--- src/rtl/program_loader.sv ---
// Byte-stream program loader: assembles little-endian words and writes them into program memory.
// Optional trailer checksum verification enabled by defining PROGRAM_LOADER_CHECKSUM_EN.
module program_loader #(
  parameter int unsigned              MEMORY_DEPTH = 32,
  parameter int unsigned              DATA_WIDTH   = 32,
  parameter logic [DATA_WIDTH-1:0]    BASE_ADDRESS = 32'h0040_0000
) (
  input  logic                  clk,
  input  logic                  reset,
  input  logic                  start,
  input  logic [7:0]            rx_data,
  input  logic                  rx_valid,
  output logic                  rx_ready,
  output logic                  mem_we,
  output logic [DATA_WIDTH-1:0] mem_address,
  output logic [DATA_WIDTH-1:0] mem_wdata,
  output logic                  cpu_hold,
  output logic                  done,
  output logic                  error,
  output logic [DATA_WIDTH-1:0] words_loaded
);

  typedef enum logic [2:0] {
    StIdle,
    StHeader,
    StLoad,
    StWrite,
    StDone,
`ifdef PROGRAM_LOADER_CHECKSUM_EN
    StCheck,
`endif
    StError
  } state_e;

  state_e                state_q, state_d;
  logic [1:0]            byte_cnt_q, byte_cnt_d;
  logic [31:0]           count_q, count_d;
  logic [DATA_WIDTH-1:0] word_q, word_d;
  logic [DATA_WIDTH-1:0] loaded_q, loaded_d;
  logic [DATA_WIDTH-1:0] addr_q, addr_d;
  logic [DATA_WIDTH-1:0] sum_q, sum_d;

  // State after the last word (or an empty header): trailer check if enabled.
  state_e                fin_state;
`ifdef PROGRAM_LOADER_CHECKSUM_EN
  assign fin_state = StCheck;
`else
  assign fin_state = StDone;
`endif

  always_ff @(posedge clk) begin
    if (reset) begin
      state_q    <= StIdle;
      byte_cnt_q <= '0;
      count_q    <= '0;
      word_q     <= '0;
      loaded_q   <= '0;
      addr_q     <= BASE_ADDRESS;
      sum_q      <= '0;
    end else begin
      state_q    <= state_d;
      byte_cnt_q <= byte_cnt_d;
      count_q    <= count_d;
      word_q     <= word_d;
      loaded_q   <= loaded_d;
      addr_q     <= addr_d;
      sum_q      <= sum_d;
    end
  end

  always_comb begin
    state_d    = state_q;
    byte_cnt_d = byte_cnt_q;
    count_d    = count_q;
    word_d     = word_q;
    loaded_d   = loaded_q;
    addr_d     = addr_q;
    sum_d      = sum_q;
    rx_ready   = 1'b0;
    mem_we     = 1'b0;
    mem_wdata  = '0;
    cpu_hold   = 1'b1;
    done       = 1'b0;
    error      = 1'b0;

    unique case (state_q)
      StIdle: ;
      StHeader: begin
        rx_ready = 1'b1;
        if (rx_valid) begin
          count_d    = {rx_data, count_q[31:8]};
          byte_cnt_d = byte_cnt_q + 2'd1;
          if (byte_cnt_q == 2'd3) begin
            if (count_d == 32'd0)                     state_d = fin_state;
            else if (count_d > 32'(MEMORY_DEPTH))     state_d = StError;
            else                                      state_d = StLoad;
          end
        end
      end
      StLoad: begin
        rx_ready = 1'b1;
        if (rx_valid) begin
          word_d     = {rx_data, word_q[DATA_WIDTH-1:8]};
          byte_cnt_d = byte_cnt_q + 2'd1;
          if (byte_cnt_q == 2'd3) state_d = StWrite;
        end
      end
      StWrite: begin
        mem_we    = 1'b1;
        mem_wdata = word_q;
        loaded_d  = loaded_q + DATA_WIDTH'(1);
        addr_d    = addr_q + DATA_WIDTH'(4);
        sum_d     = sum_q + word_q;
        state_d   = (loaded_d == DATA_WIDTH'(count_q)) ? fin_state : StLoad;
      end
`ifdef PROGRAM_LOADER_CHECKSUM_EN
      StCheck: begin
        rx_ready = 1'b1;
        if (rx_valid) begin
          word_d     = {rx_data, word_q[DATA_WIDTH-1:8]};
          byte_cnt_d = byte_cnt_q + 2'd1;
          if (byte_cnt_q == 2'd3) state_d = (word_d == sum_q) ? StDone : StError;
        end
      end
`endif
      StDone: begin
        done     = 1'b1;
        cpu_hold = 1'b0;
      end
      StError: error = 1'b1;
      default: state_d = StIdle;
    endcase

    // A new load may only begin from a quiescent state.
    if (start && (state_q == StIdle || state_q == StDone || state_q == StError)) begin
      state_d    = StHeader;
      byte_cnt_d = '0;
      loaded_d   = '0;
      addr_d     = BASE_ADDRESS;
      sum_d      = '0;
    end
  end

  assign mem_address  = addr_q;
  assign words_loaded = loaded_q;

endmodule
--- config.mk ---
export PLATFORM = sky130hd
export DESIGN_NAME = program_loader
export DESIGN_NICKNAME = d
export VERILOG_FILES = /design/src/rtl/program_loader.sv
export SDC_FILE = /design/constraint.sdc
export NUM_CORES = 1
export LEC_CHECK = 0
export ABC_AREA = 0
export BUFFER_PORTS_ARGS = -buffer_cell sky130_fd_sc_hd__buf_4
export CAP_MARGIN = 20
export CORE_MARGIN = 2
export CORE_UTILIZATION = 30
export DETAILED_ROUTE_END_ITERATION = 10
export GPL_ROUTABILITY_DRIVEN = 1
export PLACE_DENSITY_LB_ADDON = 0.12
export SETUP_SLACK_MARGIN = 0.2
export SLEW_MARGIN = 40
export SYNTH_ARGS = -nofsm -noshare
export SYNTH_HDL_FRONTEND = slang
export SYNTH_SLANG_ARGS = --single-unit
--- constraint.sdc ---
create_clock -name clk -period 5.7 [get_ports clk]
set_input_delay 0.57 -clock clk [delete_from_list [all_inputs] [get_ports clk]]
set_output_delay 0.57 -clock clk [all_outputs]
set_load 0.02 [all_outputs]
; After elaboration in Yosys (flattened, before gate mapping)
; Cells that the tools add are included.
[word_totals]
regBits = 133
inputBits = 12
out_inout_bits = 101
word_cells = 56
[classes]
n_addsub = 3
magnitude_cmp = 1
eq_ne = 16
mux = 15
bitwise_logic = 1
reduce_logical = 13
[op_table]
columns = operator, count
row1 = adder 32 x 1 -> 32 bit (second input constant), 1
row2 = adder 32 x 3 -> 32 bit (second input constant), 1
row3 = == test 32 bit, 1
row4 = greater-than comparator 32 x 6 -> 1 bit (second input constant), 1
row5 = zero test 32 bit, 1
row6 = two-way mux 32 bit, 1
row7 = two-way mux 3 bit, 7
row8 = inequality test 3 bit (second input constant), 4
row9 = one-hot mux 3 bit (4 select lines), 1
row10 = AND reduction 5 bit, 2
row11 = inequality test 2 bit (second input constant), 4
row12 = == test 3 x 2 -> 1 bit (second input constant), 2
row13 = == test 3 bit (second input constant), 2
row14 = two-way mux 1 bit, 6
row15 = AND reduction 2 bit, 3
row16 = OR reduction 2 bit, 2
row17 = == test 3 x 1 -> 1 bit (second input constant), 1
row18 = zero test 3 bit, 1
row19 = OR reduction 3 bit, 1
row20 = adder 2 x 1 -> 2 bit (second input constant), 1
row21 = == test 2 bit (second input constant), 1
row22 = logical OR 1 bit, 2
row23 = inequality test 2 x 1 -> 1 bit (second input constant), 1
row24 = logical AND 1 bit, 1
row25 = NOT 1 bit, 1

; Depth between registers and ports, before layout
; Gate-level depths: netlist of run 1.
[logic_depth]
ltp_word = 7
ltp_mapped = 11
mapped_depth_nobuf = 9

; Least setup slack after synthesis of run 1
; OpenSTA, ideal clock, no wires.
[synth_timing]
path_type = register -> register
startpoint = register loaded_q[0] (netlist: words_loaded[0])
endpoint = register state_q[1]
setup_time_ps = 120
arrival_ps = 2609
t_required_ps = 5580
path_slack_ps = 2971
stages_incl_launch_ff = 9
n_path_buf = 0
synth_period_minus_slack_ps = 2729
path_cell_list = dfxtp_1 -> ha_1 -> nand3_2 -> nor4_4 -> o211ai_1 -> a22oi_1 -> o21ai_1 -> or4_4 -> o31a_1
[synth_between]
elab_chain_len = 4
[synth_lines]
columns = element, line_no
row1 = "start, declared", 39  ; logic [DATA_WIDTH-1:0] loaded_q, loaded_d;
row2 = "start signal, assigned", 65  ; loaded_q <= loaded_d;
row3 = adder 32 x 1 -> 32 bit, 111  ; loaded_d = loaded_q + DATA_WIDTH'(1);
row4 = == test 32 bit, 114  ; state_d = (loaded_d == DATA_WIDTH'(count_q)) ? fin_state : StLoad;
row5 = two-way mux 3 bit, 114
row6 = one-hot mux 3 bit (4 select lines), 86  ; unique case (state_q)
row7 = "end signal, assigned", 53  ; state_q <= StIdle;
row8 = "end signal, assigned", 61  ; state_q <= state_d;
row9 = "end, declared", 35  ; state_e state_q, state_d;
; No other way between the ends.
; A chain may end at the register's enable or synchronous reset.

; Final worst setup path of run 1
[layout_timing]
startpoint = register state_q[1]
endpoint = output mem_wdata[19]
[layout_between]
elab_chain_len = 2
[layout_lines]
columns = element, line_no
row1 = == test 3 x 2 -> 1 bit, 86
row2 = two-way mux 32 bit, 86
row3 = "end, declared", 16  ; output logic [DATA_WIDTH-1:0] mem_wdata,
; No other way between the ends.

==> impl_results.md, run 1 <==
* Reg2Reg Depth at 8
* Hold Path Depth at 3
* Hold Path Class: in2reg
* Clock Power Share at 0.529
* Hold_ws at a little over 0.4 ns
* Max cap viols at 0
* Width of the die at 152 um
* Yosys reg bits at about 130
* Reg power frac at 0.441
* Worst-path maximum fanout at 37
* Placeable Area at 21700 um2
* Post-synth top flop: dfxtp_1
* Setup_tns at 0 ns
* Root buffer cell: clkbuf_16
* Crit end category: output pin
* CP cell instances: inv_1 -> or2_2 -> inv_1 -> buf_4 -> and2_1 -> buf_4
* Final max-slew violation count at 0
* Pin count of the biggest net entering global routing at between 60 and 70
* Sw frac at 0.227
* Reg2Reg Launch Point: words_loaded[0]
* Worst reg2reg path endpoint: state_q[1]
* CP Data Required Time at 5.13 ns
* DRT antenna net count at 0
* Internal at 1620 uW
* Fin area at 8180 um2
* Mapped cell area at between 6000 and 7000 um2
* CTS Sinks at 131
* Non-filler cells, final at 1210
* Hold buffers post-CTS at 0
* # diodes at 0
* Final Wtd Congestion at approximately 0.85
* Pwr/cell area at around 260 nW/um2
* Ratio of cells with drive above 1 in the final layout at 0.174
* IO Count at around 110
* First DRT Iteration DRCs at between 300 and 400
* Comb power frac at 0.030
* PostCTS Resize Cnt at 0
* Port bufs at 110
* CTS Buffer Depth at 2
* First-pass GRT wire length at between 30000 and 40000 um
* Slowest CP cell: dfxtp_1
* Register area share after synthesis at 0.398
* CP startpoint: state_q[1]
* Post-Syn Area per Cell at between 7 and 8 um2
* DP Cell Count at ~1.2k
* Row cnt at 54
* Clock latency at the later pin of the worst-skew pair at between 0.4 and 0.5 ns
* R2R Setup Slk at 2.53 ns
* Starting Density at 0.304
* RSZ-0062 raised after global routing: false
* Pre-antenna DRT Iters at 5
* Clk pin slew, worst setup/hold paths at 0.06 ns
* Wire per inst at around 15 um
* WL final at between 15000 and 20000 um
* TritonCTS Buffers at 17
* Post-synth ARST share at 0
* Relative slew slack at 0.497
* Die area at roughly 23000 um2
* Final period util at 0.607
* Clock Skew at approximately 0.014 ns
* Hpwl dp at approximately 13000 um
* Status: finished, final reports clean
* CTS tree: yes
* CP Class: reg2out
* Area grow syn2layout at 24.2%
* Peak supply drop at approximately 0.18 mV
* Mapped Cells at approximately 840
* Number of synthesized flops with an enable pin at 0
* Fin. Hold Viols at 0
* Total number of vias at 5821
* Setup Viol. Count Final at 0
* Final core utilization at 0.377
* Vias in the first global route at about 5.6k
* Max stage delay on crit path at 0.54 ns
* Gr usage total at 0.160
* Switch Pwr at approximately 480 uW
* Hold Crit Endpoint: word_q[26]
* Post-DP Area at 7580 um2
* Slew @ Worst Pin at 0.755 ns
* Total grt overflow at 0
* Vias/cell at around 4.8
* Synth warnings at 0
* Initial antenna violation count at 0
* Die Y at 152 um
* Worst path arrival time at 2.89 ns
* H-tree Lvls at 4
* Post-CTS Setup Bufs at 0
* Pleak at approximately 0.003 uW
* Drt drc at 0
* Achievable clock frequency at a little under 300 MHz
* Hold_sp: rx_data[2]
* Startpoint Class: register
* Library cells used by synthesis at 58
* Final nets at a little over 900
* Minimum clock period at roughly 3.5 ns
-- logic make-up after synthesis --
logic type	after synthesis	synth area share
compound gates	111	0.0956
xor+xnor	99	0.132
fa+ha+maj	3	0.00570
buf+inv	63	0.0397
flops	131	0.398
mux	2	0.00304
other cells	1	0.000570
simple gates	428	0.325
-- final cells by class --
| type | count | area (um2) |
|---|---|---|
| Fill cell | 2345 | 13500 |
| Clock inverter | 13 | 163 |
| Inverter | 7 | 26.3 |
| Tap cell | 280 | 350 |
| Clock buffer | 18 | 429 |
| Multi-Input combinational cell | 645 | 3710 |
| Timing Repair Buffer | 116 | 871 |
| Sequential cell | 131 | 2620 |
-- synth_stat cells, drive strengths merged, types with 2 or more instances --
cell type    n  area, um2
ha           3       37.5
nand4       26        184
o31a         2       17.5
o31ai        3       27.5
nand4b       2       17.5
o21ai       12       60.1
inv          7       26.3
a22oi        3       22.5
nor3        10       66.3
mux2i        2       20.0
nor2        79        297
nand3b       2       15.0
nand2b       4       25.0
nor4        16        128
nand2      170        638
a21oi       76        380
dfxtp      131       2620
nor2b        8       50.1
o211ai       3       22.5
a211oi       4       30.0
xor2        53        464
or3          8       50.1
nor4b        3       26.3
and3        14       87.6
buf         16       80.1
or2          2       12.5
nand3       31        165
nor4bb       2       20.0
and2        34        213
clkbuf      40        155
or4          7       60.1
xnor2       46        403
and4         7       61.3
-- how the worst max path moves through the flow --
| stage | to | slack [ns] |
|---|---|---|
| floorplan | state_q[1] | 2.97 |
| global placement | state_q[1] | 2.59 |
| detailed placement | state_q[1] | 2.52 |
| CTS | mem_wdata[19] | 2.19 |
| global route | mem_wdata[23] | 1.98 |
| finish | mem_wdata[19] | 2.24 |
-- flip-flops by register name (all words and copies together) (netlist names) --
register / flops
byte_cnt_q: 2
count_q: 32
mem_address: 30
state_q: 3
word_q: 32
words_loaded: 32
-- metrics by stage --
step	total power [uW]	setup WS, ns
after global placement	1010	2.59
after floorplan	986	2.97
after detailed placement	1010	2.52
final	2100	2.24
after global routing	2180	1.98
after CTS	2130	2.19
-- critical path, delay by kind of cell, from the launching register on --
| family | cells | cell delay (ns) |
|---|---|---|
| buf+inv | 4 | 1.22 |
| flops | 1 | 0.54 |
| simple gates | 2 | 0.68 |
-- power groups by stage --
stage / logic [uW] / registers, uW / clock network (uW)
CTS: 63.8 / 926 / 1140
global route: 69.6 / 926 / 1190
detailed placement: 63.7 / 946 / 0
global placement: 63.4 / 946 / 0
floorplan: 42.8 / 943 / 0
finish: 62.6 / 926 / 1110
-- cells in the final DEF (no fill, tap or decap), types with 3 or more instances in the layout --
master / Yosys / layout
nand2_1: 170 / 170
dfxtp_1: 131 / 131
buf_4: 2 / 116
nor2_1: 79 / 79
a21oi_1: 76 / 76
xor2_1: 53 / 53
xnor2_1: 46 / 46
and2_1: 34 / 34
nand3_1: 29 / 29
nand4_1: 24 / 24
clkbuf_16: 0 / 17
and3_1: 14 / 14
nor4_1: 13 / 13
o21ai_0: 11 / 11
nor2b_1: 8 / 8
or3_1: 8 / 8
nor3_1: 8 / 8
inv_1: 7 / 7
and4_1: 7 / 7
or4_1: 5 / 5
nand2b_1: 4 / 4
a211oi_1: 4 / 4
clkinv_4: 0 / 4
o211ai_1: 3 / 3
nor4b_1: 3 / 3
a22oi_1: 3 / 3
ha_1: 3 / 3
clkinv_2: 0 / 3
clkinvlp_4: 0 / 3
bufinv_16: 0 / 3
-- metal layers --
metal / GRT usage / routed length [um]
met1: 0.222 / 9150
met2: 0.241 / 8080
met3: 0.0478 / 919
met4: 0.0445 / 183
met5: 0 / 0
Note: power is estimated with default switching activity, not from simulation.
==> inputs of run 2 (changes only) <==
==> constraint.sdc (replaced) <==
create_clock -name clk -period 3.35 [get_ports clk]
set_input_delay 0.335 -clock clk [delete_from_list [all_inputs] [get_ports clk]]
set_output_delay 0.335 -clock clk [all_outputs]
set_load 0.02 [all_outputs]
==> impl_results.md, run 2 (synthesis gave the netlist of run 1 again) <==
* Relative slew slack at 0.512
* Wire per inst at roughly 15 um
* Setup_tns at 0 ns
* DP Cell Count at ~1.2k
* Status: finished, final reports clean
* Hold Path Class: in2reg
* Clock Skew at about 0.0099 ns
* Clock latency at the later pin of the worst-skew pair at 0.42 ns
* TritonCTS Buffers at 17
* Root buffer cell: clkbuf_16
* DRT antenna net count at 0
* Minimum clock period at 3.01 ns
* Achievable clock frequency at roughly 330 MHz
* Row cnt at 54
* Total number of vias at 5866
* Most common cell after layout, fill and taps aside: nand2_1
* Startpoint Class: register
* Vias/cell at 4.82
* Drt drc at 0
* Crit end category: register
* H-tree Lvls at 4
* CP Class: reg2reg
* # diodes at 0
* Area grow syn2layout at 25.6%
* Fin. Hold Viols at 0
* Ratio of cells with drive above 1 in the final layout at 0.182
* CTS Sinks at about 130
* Vias in the first global route at about 5.6k
* Die Y at around 150 um
* Non-filler cells, final at ~1.2k
* Final Wtd Congestion at 0.807
* Worst Setup Slack post-DPL at 0.199 ns
* Width of the die at 152 um
* Starting Density at 0.304
* WL final at about 18000 um
* Hold Crit Endpoint: count_q[26]
* Worst path arrival time at between 3 and 4 ns
* CTS Buffer Depth at 2
* Setup Viol. Count Final at 0
* Most frequent cells in the layout: nand2_1, dfxtp_1, buf_4, nor2_1, a21oi_1
* Final period util at 0.897
* Final nets at 940
* IO Count at between 100 and 150
* Worst reg2reg path endpoint: state_q[1]
* CP Data Required Time at approximately 3.7 ns
* Final max-slew violation count at 0
* Reg2Reg Launch Point: words_loaded[13]
* RSZ-0062 raised after global routing: false
* Gr usage total at 0.158
* Clk pin slew, worst setup/hold paths at 0.06 ns
* Setup WS post-layout at 0.345 ns
* Slew @ Worst Pin at between 0.7 and 0.8 ns
* R2R Setup Slk at 0.34 ns
* Max cap viols at 0
* Die area at 23100 um2
* Pwr/cell area at 438 nW/um2
* First DRT Iteration DRCs at ~350
* Total grt overflow at 0
* CTS tree: yes
* Port bufs at 110
* Initial antenna violation count at 0
* Hold_sp: rx_data[2]
* Pleak at approximately 0.0031 uW
* Worst-path maximum fanout at 8
* Fillcell total at between 2k and 2.5k
* Placeable Area at approximately 22000 um2
* Peak supply drop at roughly 0.31 mV
* Hpwl dp at 12700 um
* Pin count of the biggest net entering global routing at 66
* First-pass GRT wire length at 29900 um
* Hold Path Depth at 3
* Pre-antenna DRT Iters at 4
* Reg2Reg Depth at 7
[run 2: changes by cell type in the layout (fill, tap and decap cells not counted), sizes merged]
cell / change
buf: +7
inv: +3
clkinv: -2
[run 2: worst max-delay path, stage by stage, from the launching register on]
cell and delay (ns):
dfxtp_1 0.54, nand4_1 0.42, nor4_4 0.46, nand4_1 0.16
mux2i_1 0.37, nand4_1 0.22, or4_4 0.48, o31a_1 0.25
[run 2: area by class of cell]
type,instances,area [um2],area share
clock buffer,18,429,0.0519
timing repair buffer,123,923,0.112
multi-input combinational,645,3740,0.452
clock inverter,14,179,0.0216
tap,280,350,0.0424
sequential,131,2620,0.317
inverter,7,26.3,0.00318
[run 2: per-stage QoR]
stage | power, uW | hold slack, ns | instance area, um2 | util
detailed placement | 1720 | 0.445 | 7640 | 0.352
floorplan | 1680 | 0.432 | 6590 | -
global placement | 1720 | 0.442 | 7630 | 0.352
CTS | 3690 | 0.164 | 8250 | 0.381
global route | 3760 | 0.170 | 8270 | 0.381
finish | 3630 | 0.175 | 8270 | 0.381
[run 2: layer usage]
metal | routed length (um) | part of all wire | track usage | vias to the layer above
met1 | 9180 | 0.50 | 0.219 | 2716
li1 | - | - | - | 3006
met3 | 1000 | 0.054 | 0.0484 | 12
met2 | 8090 | 0.44 | 0.239 | 132
met4 | 185 | 0.010 | 0.0454 | 0
met5 | 0 | 0 | 0 | -
[run 2: worst max-delay path by stage]
| stage | end | startpoint | cells after the start |
|---|---|---|---|
| after floorplan | state_q[1] | words_loaded[0] | 8 |
| after global placement | state_q[1] | words_loaded[13] | 7 |
| after detailed placement | state_q[1] | words_loaded[13] | 7 |
| after CTS | state_q[1] | words_loaded[6] | 7 |
| after global routing | state_q[1] | words_loaded[13] | 7 |
| final | state_q[1] | words_loaded[13] | 7 |
[run 2: report_power, final]
group | internal, uW | leakage, uW | switching, uW
Sequential | 1560 | 0.00106 | 10.4
Combinational | 33.9 | 0.00178 | 74.5
Clock | 1180 | 0.000287 | 762
[run 2: what timing repair did]
action,CTS,global route
resized for setup,1,2
hold buffers,0,0
buffers inserted,0,0
setup endpoints to repair,1,2
pin swaps,0,1
endpoints found under the hold margin,0,0
